File: config.mk
export PLATFORM = sky130hd
export DESIGN_NAME = control_sequencer
export DESIGN_NICKNAME = d
export VERILOG_FILES = /design/src/rtl/cpu_ctl_pkg.sv /design/src/rtl/opcode_decoder.sv /design/src/rtl/control_sequencer.sv
export SDC_FILE = /design/constraint.sdc
export NUM_CORES = 1
export LEC_CHECK = 0
export ABC_AREA = 1
export BUFFER_PORTS_ARGS = -buffer_cell sky130_fd_sc_hd__buf_2
export CAP_MARGIN = 20
export CORE_AREA = 8 8 67 69
export CTS_CLUSTER_DIAMETER = 150
export DETAILED_ROUTE_END_ITERATION = 10
export DIE_AREA = 0 0 75 77
export PLACE_DENSITY = 0.75
export SYNTH_ARGS = -nofsm -noshare
export SYNTH_HDL_FRONTEND = slang
export SYNTH_SLANG_ARGS = --single-unit
export TNS_END_PERCENT = 30
File: constraint.sdc
create_clock -name clk -period 1.9 [get_ports clk]
set_input_delay 0.285 -clock clk [delete_from_list [all_inputs] [get_ports clk]]
set_output_delay 0.285 -clock clk [all_outputs]
set_load 0.02 [all_outputs]
File: src/rtl/cpu_ctl_pkg.sv
// Shared opcodes, sequencer state encodings and control-vector bit indices
// for the hardwired control unit and the datapath that it drives.
package cpu_ctl_pkg;

  localparam logic [4:0] OP_LD   = 5'b00000;
  localparam logic [4:0] OP_LDI  = 5'b00001;
  localparam logic [4:0] OP_ST   = 5'b00010;
  localparam logic [4:0] OP_ADD  = 5'b00011;
  localparam logic [4:0] OP_SUB  = 5'b00100;
  localparam logic [4:0] OP_SHR  = 5'b00101;
  localparam logic [4:0] OP_SHL  = 5'b00110;
  localparam logic [4:0] OP_ROR  = 5'b00111;
  localparam logic [4:0] OP_ROL  = 5'b01000;
  localparam logic [4:0] OP_AND  = 5'b01001;
  localparam logic [4:0] OP_OR   = 5'b01010;
  localparam logic [4:0] OP_ADDI = 5'b01011;
  localparam logic [4:0] OP_ANDI = 5'b01100;
  localparam logic [4:0] OP_ORI  = 5'b01101;
  localparam logic [4:0] OP_BR   = 5'b10010;
  localparam logic [4:0] OP_IN   = 5'b10110;
  localparam logic [4:0] OP_OUT  = 5'b10111;
  localparam logic [4:0] OP_NOP  = 5'b11010;
  localparam logic [4:0] OP_HALT = 5'b11011;

  // Each instruction class gets its own execute states so the next state
  // never depends on anything but the present state (and ir in F2).
  typedef enum logic [4:0] {
    S_RST, S_F0, S_F1, S_F2,
    S_LD_E3, S_LD_E4, S_LD_E5, S_LD_E6, S_LD_E7,
    S_LDI_E3, S_LDI_E4, S_LDI_E5,
    S_ST_E3, S_ST_E4, S_ST_E5, S_ST_E6, S_ST_E7,
    S_ALU_E3, S_ALU_E4, S_ALU_E5,
    S_ALUI_E3, S_ALUI_E4, S_ALUI_E5,
    S_BR_E3, S_BR_E4, S_BR_E5, S_BR_E6,
    S_IN_E3, S_OUT_E3, S_HALT
  } state_t;

  localparam int CLS_W = 4;
  typedef enum logic [CLS_W-1:0] {
    CL_LD, CL_LDI, CL_ST, CL_ALU, CL_ALUI, CL_BR, CL_IN, CL_OUT, CL_NOP, CL_HALT
  } iclass_t;

  localparam int LE_W = 10;
  localparam int DE_W = 8;
  localparam int GC_W = 5;
  localparam int AO_W = 13;

  localparam int LE_CONIN = 9, LE_PCIN = 8, LE_IRIN = 7, LE_RYIN = 6, LE_RZIN = 5;
  localparam int LE_MARIN = 4, LE_HILOIN = 3, LE_OUTPUTIN = 2, LE_INTERIN = 1, LE_MDRIN = 0;

  localparam int DE_INPUTOUT = 7, DE_MDROUT = 6, DE_HILOOUT = 5, DE_RZOUT = 4;
  localparam int DE_PCOUT = 3, DE_COUT = 2, DE_INTEROUT = 1, DE_BAOUT = 0;

  localparam int GC_GRA = 4, GC_GRB = 3, GC_GRC = 2, GC_ROUT = 1, GC_RIN = 0;

  localparam int AO_ADD = 12, AO_SUB = 11, AO_MUL = 10, AO_DIV = 9, AO_SHR = 8;
  localparam int AO_SHL = 7, AO_ROR = 6, AO_ROL = 5, AO_AND = 4, AO_OR = 3;
  localparam int AO_NEGATE = 2, AO_NOT = 1, AO_INCPC = 0;

endpackage

File: src/rtl/opcode_decoder.sv
// Combinational opcode decode: instruction class, one-hot ALU op and an
// illegal-opcode flag.
module opcode_decoder
  import cpu_ctl_pkg::*;
#(
  parameter int OPC_W = 5
) (
  input  logic [OPC_W-1:0] opc,
  output logic [CLS_W-1:0] cls,
  output logic [AO_W-1:0]  alu,
  output logic             illegal
);

  logic [4:0] op;
  assign op = 5'(opc);

  always_comb begin
    cls     = CL_HALT;
    alu     = '0;
    illegal = 1'b0;
    case (op)
      OP_LD:   cls = CL_LD;
      OP_LDI:  cls = CL_LDI;
      OP_ST:   cls = CL_ST;
      OP_ADD:  begin cls = CL_ALU;  alu[AO_ADD] = 1'b1; end
      OP_SUB:  begin cls = CL_ALU;  alu[AO_SUB] = 1'b1; end
      OP_SHR:  begin cls = CL_ALU;  alu[AO_SHR] = 1'b1; end
      OP_SHL:  begin cls = CL_ALU;  alu[AO_SHL] = 1'b1; end
      OP_ROR:  begin cls = CL_ALU;  alu[AO_ROR] = 1'b1; end
      OP_ROL:  begin cls = CL_ALU;  alu[AO_ROL] = 1'b1; end
      OP_AND:  begin cls = CL_ALU;  alu[AO_AND] = 1'b1; end
      OP_OR:   begin cls = CL_ALU;  alu[AO_OR]  = 1'b1; end
      OP_ADDI: begin cls = CL_ALUI; alu[AO_ADD] = 1'b1; end
      OP_ANDI: begin cls = CL_ALUI; alu[AO_AND] = 1'b1; end
      OP_ORI:  begin cls = CL_ALUI; alu[AO_OR]  = 1'b1; end
      OP_BR:   cls = CL_BR;
      OP_IN:   cls = CL_IN;
      OP_OUT:  cls = CL_OUT;
      OP_NOP:  cls = CL_NOP;
      OP_HALT: cls = CL_HALT;
      default: illegal = 1'b1;
    endcase
  end

endmodule

File: src/rtl/control_sequencer.sv
// Hardwired control unit: fetch, decode and per-class micro-op sequencing.
// Control outputs are a combinational decode of the present state.
module control_sequencer
  import cpu_ctl_pkg::*;
#(
  parameter int BITS  = 32,
  parameter int OPC_W = 5,
  parameter int ST_W  = 5
) (
  input  logic            clk,
  input  logic            reset,
  input  logic [BITS-1:0] ir,
  input  logic            con,
  output logic [9:0]      load_en,
  output logic [7:0]      drive_en,
  output logic [4:0]      gpr_ctl,
  output logic [12:0]     alu_op,
  output logic            mem_rd,
  output logic            mem_wr,
  output logic            run,
  output logic            illegal,
  output logic [ST_W-1:0] state
);

  state_t           st;
  logic [CLS_W-1:0] cls_bits;
  logic [AO_W-1:0]  dec_alu;
  logic             dec_illegal;
  logic             unused_ir;

  assign unused_ir = ^ir[BITS-OPC_W-1:0];
  assign state     = ST_W'(st);

  opcode_decoder #(.OPC_W(OPC_W)) u_dec (
    .opc     (ir[BITS-1 -: OPC_W]),
    .cls     (cls_bits),
    .alu     (dec_alu),
    .illegal (dec_illegal)
  );

  always_ff @(posedge clk) begin
    if (reset) begin
      st      <= S_RST;
      illegal <= 1'b0;
    end else begin
      case (st)
        S_RST: st <= S_F0;
        S_F0:  st <= S_F1;
        S_F1:  st <= S_F2;
        S_F2: begin
          if (dec_illegal) illegal <= 1'b1;
          case (iclass_t'(cls_bits))
            CL_LD:   st <= S_LD_E3;
            CL_LDI:  st <= S_LDI_E3;
            CL_ST:   st <= S_ST_E3;
            CL_ALU:  st <= S_ALU_E3;
            CL_ALUI: st <= S_ALUI_E3;
            CL_BR:   st <= S_BR_E3;
            CL_IN:   st <= S_IN_E3;
            CL_OUT:  st <= S_OUT_E3;
            CL_NOP:  st <= S_F0;
            default: st <= S_HALT;
          endcase
        end
        S_LD_E3:   st <= S_LD_E4;
        S_LD_E4:   st <= S_LD_E5;
        S_LD_E5:   st <= S_LD_E6;
        S_LD_E6:   st <= S_LD_E7;
        S_LDI_E3:  st <= S_LDI_E4;
        S_LDI_E4:  st <= S_LDI_E5;
        S_ST_E3:   st <= S_ST_E4;
        S_ST_E4:   st <= S_ST_E5;
        S_ST_E5:   st <= S_ST_E6;
        S_ST_E6:   st <= S_ST_E7;
        S_ALU_E3:  st <= S_ALU_E4;
        S_ALU_E4:  st <= S_ALU_E5;
        S_ALUI_E3: st <= S_ALUI_E4;
        S_ALUI_E4: st <= S_ALUI_E5;
        S_BR_E3:   st <= S_BR_E4;
        S_BR_E4:   st <= S_BR_E5;
        S_BR_E5:   st <= S_BR_E6;
        S_LD_E7, S_LDI_E5, S_ST_E7, S_ALU_E5, S_ALUI_E5,
        S_BR_E6, S_IN_E3, S_OUT_E3: st <= S_F0;
        default:   st <= S_HALT;
      endcase
    end
  end

  always_comb begin
    load_en  = '0;
    drive_en = '0;
    gpr_ctl  = '0;
    alu_op   = '0;
    mem_rd   = 1'b0;
    mem_wr   = 1'b0;
    run      = 1'b1;
    case (st)
      S_F0: begin
        drive_en[DE_PCOUT] = 1'b1; load_en[LE_MARIN] = 1'b1;
        alu_op[AO_INCPC]   = 1'b1; load_en[LE_RZIN]  = 1'b1;
      end
      S_F1: begin
        drive_en[DE_RZOUT] = 1'b1; load_en[LE_PCIN] = 1'b1;
        mem_rd             = 1'b1; load_en[LE_MDRIN] = 1'b1;
      end
      S_F2: begin drive_en[DE_MDROUT] = 1'b1; load_en[LE_IRIN] = 1'b1; end
      // Base + displacement address/value computation shared by ld, ldi, st
      S_LD_E3, S_LDI_E3, S_ST_E3: begin
        gpr_ctl[GC_GRB] = 1'b1; drive_en[DE_BAOUT] = 1'b1; load_en[LE_RYIN] = 1'b1;
      end
      S_LD_E4, S_LDI_E4, S_ST_E4, S_BR_E5: begin
        drive_en[DE_COUT] = 1'b1; alu_op[AO_ADD] = 1'b1; load_en[LE_RZIN] = 1'b1;
      end
      S_LD_E5, S_ST_E5: begin drive_en[DE_RZOUT] = 1'b1; load_en[LE_MARIN] = 1'b1; end
      S_LD_E6: begin mem_rd = 1'b1; load_en[LE_MDRIN] = 1'b1; end
      S_LD_E7: begin
        drive_en[DE_MDROUT] = 1'b1; gpr_ctl[GC_GRA] = 1'b1; gpr_ctl[GC_RIN] = 1'b1;
      end
      S_LDI_E5, S_ALU_E5, S_ALUI_E5: begin
        drive_en[DE_RZOUT] = 1'b1; gpr_ctl[GC_GRA] = 1'b1; gpr_ctl[GC_RIN] = 1'b1;
      end
      S_ST_E6: begin
        gpr_ctl[GC_GRA] = 1'b1; gpr_ctl[GC_ROUT] = 1'b1; load_en[LE_MDRIN] = 1'b1;
      end
      S_ST_E7: mem_wr = 1'b1;
      S_ALU_E3, S_ALUI_E3: begin
        gpr_ctl[GC_GRB] = 1'b1; gpr_ctl[GC_ROUT] = 1'b1; load_en[LE_RYIN] = 1'b1;
      end
      S_ALU_E4: begin
        gpr_ctl[GC_GRC] = 1'b1; gpr_ctl[GC_ROUT] = 1'b1; load_en[LE_RZIN] = 1'b1;
        alu_op = dec_alu;
      end
      S_ALUI_E4: begin
        drive_en[DE_COUT] = 1'b1; load_en[LE_RZIN] = 1'b1; alu_op = dec_alu;
      end
      S_BR_E3: begin
        gpr_ctl[GC_GRA] = 1'b1; gpr_ctl[GC_ROUT] = 1'b1; load_en[LE_CONIN] = 1'b1;
      end
      S_BR_E4: begin drive_en[DE_PCOUT] = 1'b1; load_en[LE_RYIN] = 1'b1; end
      // Not-taken branch still spends this clock, with every strobe idle
      S_BR_E6: begin drive_en[DE_RZOUT] = con; load_en[LE_PCIN] = con; end
      S_IN_E3: begin
        drive_en[DE_INPUTOUT] = 1'b1; gpr_ctl[GC_GRA] = 1'b1; gpr_ctl[GC_RIN] = 1'b1;
      end
      S_OUT_E3: begin
        gpr_ctl[GC_GRA] = 1'b1; gpr_ctl[GC_ROUT] = 1'b1; load_en[LE_OUTPUTIN] = 1'b1;
      end
      S_HALT: run = 1'b0;
      default: ;
    endcase
  end

endmodule

==> reports/metrics.csv <==
stage;metric;value;unit
die;Die H;77;um
job;max_cap viols;0;
cells_and_area;Final #Nets;378;
power;Power Density;878;nW/um2
clock_network;clock root cell;clkbuf_4;
routing;DR DRC count;0;
routing;Avg WL per Cell;11.8;um
sta;RSZ-0062 raised after global routing;true;
clock_network;Clock Sinks;6;
die;Initial Util;36.9;%
global_routing;first-pass GRT wire length;6850;um
yosys;Yosys top cell area share;18.6;%
routing;Routed WL;4550;um
sta;Final Hold Viols;0;
power;Tot Pwr;1.83;mW
worst_setup_path;CP Cell Sequence;inv_4, nor2_4, inv_2, nor2_2, nand2_1, nand2_1, or4_4, buf_6;
yosys;Synth Register Bits;6;
yosys;sequential fraction of the synthesis area;9.32;%
clock_network;CTS tree;yes;
global_routing;number of global-route vias before repair;1647;
placed_design;DP Wirelength;3560;um
worst_setup_path;Most Frequent Cell on Critical Path;nand2_1;
sta;Slew Viols, Final;0;
sta;period utilization;101;%
clock_network;Reg clk slew, reported paths;0.04;ns
placed_design;Post-DP Area;1800;um2
routing;via count;1898;
power;Worst VDD drop;0.315;mV
sta;Worst Slack Setup Final;-0.0182;ns
yosys;largest area contributor in the netlist;nand2_1;
sta;skew final;0.00118;ns
yosys;Yosys cell types;31;
global_routing;remaining global-route overflow;0;
worst_setup_path;startpoint types;flop;
clock_network;htree depth;1;
cells_and_area;ant diodes;0;
die;DIE AREA;5780;um2
worst_setup_path;CP max FO;4;
yosys;Avg Synthesized Cell Area;5.07;um2
worst_setup_path;CP max-delay cell;or4_4;
routing;first-pass iteration count of the detailed router;4;
die;row cnt;22;
die;Core Box Area;3500;um2
global_routing;total track usage;13.9;%
worst_setup_path;CP Class;reg -> out;
worst_setup_path;Arr. time, crit path;1.63;ns
yosys;Post-Syn Area;1290;um2
outcome;run status;complete, but fails checks;
clock_network;CTS buffer count;3;
worst_setup_path;CP required;1.62;ns
yosys;Synth Instances;254;
hold_path;Hold WC Path Type;in -> reg;
worst_setup_path;slowest cell delay on critical path;0.48;ns
worst_setup_path;Critical Path Sink Type;primary output;
yosys;Area contributors post-synth;nand2_1 19%, inv_1 13%, nor2_1 11%, nand3_1 11%, dfxtp_1 9.3%;
sta;post-route minimum period;1.92;ns
yosys;synth warn;0;
power;leakage power;1.23;nW
clock_network;Skew-Pair Late Insertion Delay;0.24;ns
die;num ports;80;
routing;First DRT Iteration DRCs;115;
outcome;failing checks;negative setup slack;
sta;endpoints failing setup;1;
routing;Final ANT Viol Nets;0;
cells_and_area;Fillers;351;
placed_design;PortBufs;44;
placed_design;routability cong.;0.988;
cells_and_area;Layout Area Growth over Synthesis;61.5;%
routing;Vias/cell;4.92;
cells_and_area;layout cell share with drive strength beyond 1;43.8;%
global_routing;initial antenna violation count;0;
die;Die W;75;um
sta;Peak Freq;521;MHz
clock_network;Bufs on Longest Clock Path;2;
global_routing;largest net degree at the start of global routing;11;
cells_and_area;Design Area, Final;2080;um2
## through the flow
step | utilization, % | cells | worst slack, ns | hold WS (ns) | setup TNS, ns
2_1_floorplan | - | 261 | -0.0681 | 0.354 | -0.133
3_3_place_gp | 51.4 | 376 | -0.0904 | 0.438 | -0.282
3_5_place_dp | 51.4 | 376 | -0.120 | 0.448 | -0.469
4_1_cts | 53.3 | 381 | -0.0270 | 0.275 | -0.0438
5_1_grt | 59.5 | 386 | -0.0836 | 0.285 | -0.321
6_report | 59.5 | 386 | -0.0182 | 0.279 | -0.0182
## synthesized netlist by cell type
cell,number
a31oi_1,1
nor2_1,39
nand3b_1,1
inv_1,43
nand4_1,5
nor2_4,2
inv_2,5
buf_6,1
nor2_2,5
conb_1,1
or4_1,1
buf_2,2
o21ai_0,6
buf_4,8
nor3_1,14
a211oi_1,1
a21oi_1,6
o41ai_1,1
nor3b_2,1
or2_2,1
o21bai_1,1
o2111ai_1,2
nand2_1,64
ha_1,3
nand3_2,1
or3_1,1
nand2_2,1
dfxtp_1,6
nand3_1,29
nor4_1,1
a21oi_2,1
## layout make-up
class                           instances  area [um2]  share of cell area (%)
Tap cell                               48        60.1                    2.89
Timing Repair Buffer                   85         576                    27.7
Clock buffer                            3        22.5                    1.08
Multi-Input combinational cell        196        1100                    52.7
Sequential cell                         6         139                    6.67
Inverter                               48         188                    9.02
## cell usage in the layout (no fill, tap or decap), types with 8 or more instances in the layout
cell type	n
nor2_4	9
inv_2	10
nor2_2	8
nand3_1	26
inv_1	35
nand2_1	54
nand2_2	8
buf_2	34
nor2_1	29
nor3_1	12
conb_1	8
buf_4	45
## path summary, 6_finish.rpt
kind,start,endpoint,slack [ns],cells after the start
setup reg to reg,state[1],state[0],0.26,10
setup / recovery,state[0],gpr_ctl[1],-0.02,8
hold reg to reg,illegal,illegal,0.45,2
hold / removal,reset,state[4],0.28,2
## report_power, final
group	internal, mW	total [mW]	switching, mW	leakage (nW)
clock network	0.0711	0.112	0.0411	0.0138
registers	0.181	0.280	0.0982	0.0525
logic	0.558	1.43	0.877	1.16
## sequential cells by signal (all words and copies together) (netlist names)
signal	count
state	5
illegal	1
## worst max-delay path, delay by kind of cell (launching register included)
family / cells / cell delay, ns
buffers and inverters: 3 / 0.33
DFF: 1 / 0.37
and+or+nand+nor: 5 / 0.70
## layer usage
| layer | up-vias | wire length [um] | track usage, % |
|---|---|---|---|
| met5 | - | 0 | 0 |
| met4 | 0 | 45 | 3.53 |
| met3 | 8 | 307 | 1.04 |
| met1 | 850 | 1750 | 15.6 |
| li1 | 966 | - | - |
| met2 | 74 | 2450 | 26.2 |
## cell families (layout without fill, tap and decap cells)
group,count (synthesis),count (layout),synth area share [%]
fa+ha+maj,3,3,2.91
buf+inv,59,136,20.3
other cells,1,8,0.291
simple gates,166,166,58.2
compound gates,19,19,9.03
flops,6,6,9.32
## what timing repair did
| item | in CTS | in global routing |
|---|---|---|
| hold buffers | 0 | 0 |
| endpoints found under the hold margin | 0 | 0 |
| gates cloned | 0 | 0 |
| setup buffers | 2 | 5 |
| endpoints found under the setup margin | 19 | 24 |
| resized for setup | 17 | 60 |
| pin swaps | 1 | 10 |
No activity file was read; power rests on OpenSTA's default activity.
